--- src/rtl/multi_seq.sv ---
// multi_seq: sequential signed WIDTHxWIDTH shift-add multiplier (define MULTI_VAR_LATENCY_EN for early termination)
module multi_seq #(
    parameter int WIDTH = 32
) (
    input  logic               clock,
    input  logic               reset,
    input  logic [WIDTH-1:0]   mlier,
    input  logic [WIDTH-1:0]   mcand,
    input  logic               start,
    output logic [2*WIDTH-1:0] prodt,
    output logic               valid
);
    localparam int CW = $clog2(WIDTH);

    typedef enum logic [1:0] {IDLE, BUSY, DONE} state_t;

    state_t             state_q;
    logic               start_q;
    logic               sign_q;
    logic               valid_q;
    logic [WIDTH-1:0]   mlier_q;
    logic [2*WIDTH-1:0] mcand_q;
    logic [2*WIDTH-1:0] acc_q;
    logic [2*WIDTH-1:0] prodt_q;
    logic [CW-1:0]      cnt_q;

    logic [WIDTH-1:0]   mlier_mag;
    logic [WIDTH-1:0]   mcand_mag;
    logic [2*WIDTH-1:0] acc_d;
    logic               last;

    // magnitudes (most negative value becomes 2^(WIDTH-1) unsigned), next accumulator, final-iteration flag
    always_comb begin
        mlier_mag = mlier[WIDTH-1] ? -mlier : mlier;
        mcand_mag = mcand[WIDTH-1] ? -mcand : mcand;
        acc_d     = acc_q + (mlier_q[0] ? mcand_q : '0);
`ifdef MULTI_VAR_LATENCY_EN
        last      = ((mlier_q >> 1) == '0) || (cnt_q == CW'(WIDTH - 1));
`else
        last      = cnt_q == CW'(WIDTH - 1);
`endif
    end

    // control FSM and datapath: capture on start rising edge, one shift-add per clock, one-cycle DONE
    always_ff @(posedge clock) begin
        if (reset) begin
            state_q <= IDLE;
            start_q <= 1'b0;
            sign_q  <= 1'b0;
            valid_q <= 1'b0;
            mlier_q <= '0;
            mcand_q <= '0;
            acc_q   <= '0;
            prodt_q <= '0;
            cnt_q   <= '0;
        end else begin
            start_q <= start;
            valid_q <= 1'b0;
            case (state_q)
                IDLE: begin
                    if (start && !start_q) begin
                        sign_q  <= mlier[WIDTH-1] ^ mcand[WIDTH-1];
                        mlier_q <= mlier_mag;
                        mcand_q <= {{WIDTH{1'b0}}, mcand_mag};
                        acc_q   <= '0;
                        cnt_q   <= '0;
                        state_q <= BUSY;
                    end
                end
                BUSY: begin
                    acc_q   <= acc_d;
                    mlier_q <= mlier_q >> 1;
                    mcand_q <= mcand_q << 1;
                    cnt_q   <= cnt_q + 1'b1;
                    if (last) begin
                        prodt_q <= sign_q ? -acc_d : acc_d;
                        valid_q <= 1'b1;
                        state_q <= DONE;
                    end
                end
                DONE:    state_q <= IDLE;
                default: state_q <= IDLE;
            endcase
        end
    end

    assign prodt = prodt_q;
    assign valid = valid_q;
endmodule

--- config.mk ---
export PLATFORM = sky130hd
export DESIGN_NAME = multi_seq
export DESIGN_NICKNAME = d
export VERILOG_FILES = /design/src/rtl/multi_seq.sv
export SDC_FILE = /design/constraint.sdc
export NUM_CORES = 1
export LEC_CHECK = 0
export BUFFER_PORTS_ARGS = -buffer_cell sky130_fd_sc_hd__buf_4
export CORE_MARGIN = 2
export CORE_UTILIZATION = 43
export DETAILED_ROUTE_END_ITERATION = 8
export GPL_ROUTABILITY_DRIVEN = 0
export HOLD_SLACK_MARGIN = 0.02
export PLACE_DENSITY = 0.65
export SLEW_MARGIN = 10
export SYNTH_ARGS = -nofsm -noshare
export SYNTH_HDL_FRONTEND = slang
export SYNTH_SLANG_ARGS = --single-unit
--- constraint.sdc ---
create_clock -name clock -period 5.96 [get_ports clock]
set_clock_uncertainty 0.1 [all_clocks]
set_input_delay 1.192 -clock clock [delete_from_list [all_inputs] [get_ports clock]]
set_output_delay 1.192 -clock clock [all_outputs]
set_load 0.02 [all_outputs]
# Yosys cells after proc, flatten, opt, wreduce, memory -nomap -nowiden
# Cells that the tools add are included.
# W data, S select, Z words.
dict set report totals {
  regBits 234
  latch_bits 0
  ramBits 0
  rom_bits 0
  inputBits 67
  output_inout_bits 65
  wordCells 45
  memories 0
}
dict set report classes {
  n_addsub 5
  mul 0
  div_mod_pow 0
  magnitude_cmp 0
  n_eq_ne 4
  shift 0
  muxes 16
  bitwise 2
  n_reduce_logical 9
}
# operator n
set ops {}
lappend ops {{$mux W64} 4}
lappend ops {{$pmux W64 S2} 2}
lappend ops {{$mux W32} 3}
lappend ops {{$add A64 B64 Y64} 1}
lappend ops {{$neg A32 Y32} 2}
lappend ops {{$neg A64 Y64} 1}
lappend ops {{$pmux W32 S2} 1}
lappend ops {{$pmux W5 S2} 1}
lappend ops {{$reduce_and A2 Y1} 4}
lappend ops {{$add A5 B1 Y5 const B} 1}
lappend ops {{$eq A5 B5 Y1 const B} 1}
lappend ops {{$mux W5} 1}
lappend ops {{$mux W2} 2}
lappend ops {{$ne A2 B2 Y1 const B} 2}
lappend ops {{$pmux W2 S2} 1}
lappend ops {{$eq A2 B1 Y1 const B} 1}
lappend ops {{$logic_not A2 Y1} 1}
lappend ops {{$reduce_bool A2 Y1} 1}
lappend ops {{$reduce_or A2 Y1} 1}
lappend ops {{$logic_and A1 B1 Y1} 1}
lappend ops {{$logic_not A1 Y1} 1}
lappend ops {{$mux W1} 1}
lappend ops {{$not A1 Y1} 1}
lappend ops {{$xor A1 B1 Y1} 1}

# Logic depth before layout (Yosys ltp)
dict set report logic_depth {
  depth_word 4
  mapped_depth 19
  depth_no_buf 15
}

# Worst setup path after synthesis
# OpenSTA, ideal clock, no wires.
dict set report synth_timing {
  path_type {reg-to-reg}
  from {register mlier_q[0]}
  to {register prodt_q[60], in the netlist prodt[60]}
  setup_ps 63
  t_arrival_ps 4461
  t_required_ps 5797
  slack_ps 1336
  stages_incl_launch_ff 19
  n_path_buf 3
  synth_period_minus_slack_ps 4624
  path_cell_list {dfxtp_1 -> clkbuf_1 -> clkbuf_1 -> and2_1 -> ha_1 -> inv_1 -> fa_1 -> nor2b_1 -> o2111ai_2 -> a211o_1 -> a31oi_4 -> o211a_1 -> o221ai_2 -> or4_4 -> nand4b_4 -> or3b_1 -> clkbuf_2 -> or4_1 -> nand3_1}
}
dict set report synth_via {
  elab_chain_cells 4
}
# element line_no
set synth_rtl {}
lappend synth_rtl {{start: declaration} 21} ;# logic [WIDTH-1:0] mlier_q;
lappend synth_rtl {{start signal: assignment} 63} ;# mlier_q <= mlier_mag;
lappend synth_rtl {{start signal: assignment} 72} ;# mlier_q <= mlier_q >> 1;
lappend synth_rtl {{$mux W64 (*)} 36} ;# acc_d = acc_q + (mlier_q[0] ? mcand_q : '0);
lappend synth_rtl {{$add A64 B64 Y64 (*)} 36}
lappend synth_rtl {{$neg A64 Y64} 76} ;# prodt_q <= sign_q ? -acc_d : acc_d;
lappend synth_rtl {{$mux W64 (*)} 76}
lappend synth_rtl {{end signal: assignment} 76}
lappend synth_rtl {{end: declaration} 24} ;# logic [2*WIDTH-1:0] prodt_q;
# Mark *: on every way between the ends. The rest lies on a longest branch, timed or not.
# A chain may end at the register's enable or synchronous reset.

# Worst setup path in the final report
dict set report layout_timing {
  from {register mlier_q[0]}
  to {register prodt_q[61], in the netlist prodt[61]}
}
# Same word-level chain as after synthesis.

==> run_results.csv <==
group,metric,value,unit
die,core-area,38800,um2
power_and_ir_drop,p_int,2930,uW
power_and_ir_drop,power_frac_seq,40.5,%
routing,route.top_layer_used,"met4",
clock_network,cts_sinks,234,
synthesis,synth_cell_types,107,
clock_network,ctsResizeCount,0,
sta,finalCriticalPeriod,5.30,ns
placement,place_area,18200,um2
cells_and_area,layout_common_cells,"nand2_1 (287), dfxtp_1 (232), nor2_1 (226)",
cells_and_area,nNetsFinal,2434,
routing,vias_per_cell,6.13,
cells_and_area,final_cell_area,19200,um2
routing,finalWirelength,54200,um
grt,grt_max_degree,96,
cells_and_area,drive_above_1_share,11.2,%
routing,dr_wl_met3,5950,um
routing,drt_iter0_drc,1666,
critical_path,worstPathArrival,5.69,ns
sta,rsz0062_at_grt,"false",
power_and_ir_drop,switching_share,27.2,%
sta,slew_violations,0,
critical_path,crit_required,6.36,ns
power_and_ir_drop,ir_drop,196,uV
sta,finalSetupViolCount,0,
grt,grt_first_pass_wirelength,85800,um
sta,worst_slew_pin_slew,1.05,ns
critical_path,criticalPathCategory,"reg -> reg",
run,drv_cap,0,
synthesis,synth_ff_type,"dfxtp_1",
power_and_ir_drop,p_sw,1090,uW
die,ios,132,
critical_path,cp-end-kind,"register",
clock_network,clockBufferDepth,3,
sta,max_freq,189,MHz
grt,grt_usage,25.4,%
routing,dr.pass1.iters,6,
synthesis,post_synth.cell_area_avg,7.47,um2
die,rows,72,
critical_path,crit_fanout,29,
power_and_ir_drop,p_per_area,210,nW/um2
clock_network,worstSkewPairLatency,0.57,ns
critical_path,reg2reg_slack,0.66,ns
die,die_area,41100,um2
power_and_ir_drop,p_total,4030,uW
sta,period_share,88.9,%
power_and_ir_drop,combinationalPowerShare,13.1,%
sta,hold_slack,0.357,ns
synthesis,syn_inst,2276,
placement,dpl.cell_count,2786,
sta,slew_headroom,29.5,%
synthesis,syn_nets,2412,
clock_network,cts_buffers,28,
routing,drc,0,
cells_and_area,final_cells,2835,
cells_and_area,final_common_cell,"nand2_1",
clock_network,ctsHoldBuffers,0,
sta,hold_viol,0,
power_and_ir_drop,power_frac_clock,46.4,%
synthesis,synth_edf_count,0,
clock_network,h-tree-depth,1,
sta,fin_setup_tns,0,ns
cells_and_area,area_delta_synth_final,12.9,%
die,die_width,203,um
routing,wl_met1,23900,um
synthesis,synth-seq-area-share,27.6,%
placement,io_buffers,131,
die,die_h,203,um
critical_path,setup.worst_path.start_class,"register",
clock_network,cts_root_buf,"clkbuf_16",
die,start_util,43.8,%
grt,grt_pass1_vias,15800,
synthesis,synth_area,17000,um2
grt,grt_antenna_before_repair,0,
status,status,"finished, final reports clean",
clock_network,cts_tree,"built",
routing,num_vias,17400,
clock_network,post-cts-setup-buffers,0,
clock_network,clkTransAtPathRegs,0.06,ns
synthesis,synth-seq-cells,234,
grt,overflow,0,
routing,avgRoutedWirePerCell,19.1,um
cells_and_area,num_antenna_cells,0,
synthesis,yosys_warnings,0,
power_and_ir_drop,cellLeakagePower,0.00727,uW
routing,antenna_left,0,
worst_hold_path,hold_path.class,"reg -> reg",
routing,dr_wl_met2,22800,um
placement,dp_hpwl,40200,um
synthesis,async_reset_ff_share,0,%
==> cell type report <==
type | count | area (um2)
fill | 3820 | 19600
multi-input combinational | 1865 | 11700
sequential | 234 | 4690
timing repair buffer | 146 | 1110
clock buffer | 36 | 802
tap | 518 | 648
clock inverter | 13 | 201
inverter | 23 | 86.3
==> synthesized netlist by cell type, types with 51 or more instances <==
master	n	area share, %
a211oi_1	62	2.7
ha_1	68	5.0
nor2_1	227	5.0
a21oi_1	222	6.5
a22oi_1	51	2.3
xor2_1	56	2.9
xnor2_1	85	4.4
nand2_1	287	6.3
and2_1	88	3.2
nand3_1	120	3.5
clkbuf_1	125	2.8
dfxtp_1	234	28
o21ai_0	73	2.1
==> cell families after synthesis <==
kind of cell | share of synthesized area, %
AOI/OAI and AO/OA | 27.4
xor gates and xnor gates | 7.36
adders and majority gates | 5.12
buffers and inverters | 4.07
DFF | 27.6
muxes | 0.721
and+or+nand+nor | 27.8
==> metrics by stage <==
| step | utilization, % | setup slack, ns |
|---|---|---|
| 4_1_cts | 49.4 | 0.470 |
| 5_1_grt | 49.4 | 0.290 |
| 2_1_floorplan | - | 1.34 |
| 6_report | 49.4 | 0.662 |
| 3_5_place_dp | 46.8 | 0.486 |
| 3_3_place_gp | 46.8 | 0.628 |
==> worst max-delay path: stages, from the launching register on <==
cell,delay (ns)
dfxtp_2,0.61
and2_1,0.20
ha_1,0.18
inv_1,0.06
fa_1,0.41
nor2b_1,0.20
o2111ai_2,0.25
a211o_1,0.43
nand3_1,0.18
xor2_1,0.16
or3_1,0.46
nor4_1,0.45
nand4b_1,0.59
nor4_4,0.56
nand4_1,0.16
a31oi_1,0.19
==> registers in the layout, summed over array words and instances, names as in the netlist <==
name	cells
prodt	64
mlier_q	32
acc_q	64
start_q	1
state_q	2
cnt_q	5
mcand_q	64
sign_q	1
valid	1
==> power by group through the flow <==
stage	Combinational, uW	Sequential, uW	Clock, uW
2_1_floorplan	359	1650	0
3_3_place_gp	513	1670	0
3_5_place_dp	521	1670	0
4_1_cts	522	1630	1900
5_1_grt	575	1640	1970
6_report	526	1630	1870
==> per-layer routing <==
metal,global-route usage [%],up-vias
met5,0,-
met4,7.30,0
met3,6.15,117
met2,38.2,751
met1,36.0,8111
li1,-,8407
==> path summary, 6_finish.rpt <==
| check | startpoint | to | cells past startpoint |
|---|---|---|---|
| setup / recovery | mlier_q[0]$_SDFFE_PP0P_ | prodt[61]$_SDFFE_PP0P_ | 15 |
| hold reg to reg | prodt[26]$_SDFFE_PP0P_ | prodt[26]$_SDFFE_PP0P_ | 2 |
| hold / removal | prodt[26]$_SDFFE_PP0P_ | prodt[26]$_SDFFE_PP0P_ | 2 |
| setup reg to reg | mlier_q[0]$_SDFFE_PP0P_ | prodt[61]$_SDFFE_PP0P_ | 15 |
Power figures use the tool's default switching activity.
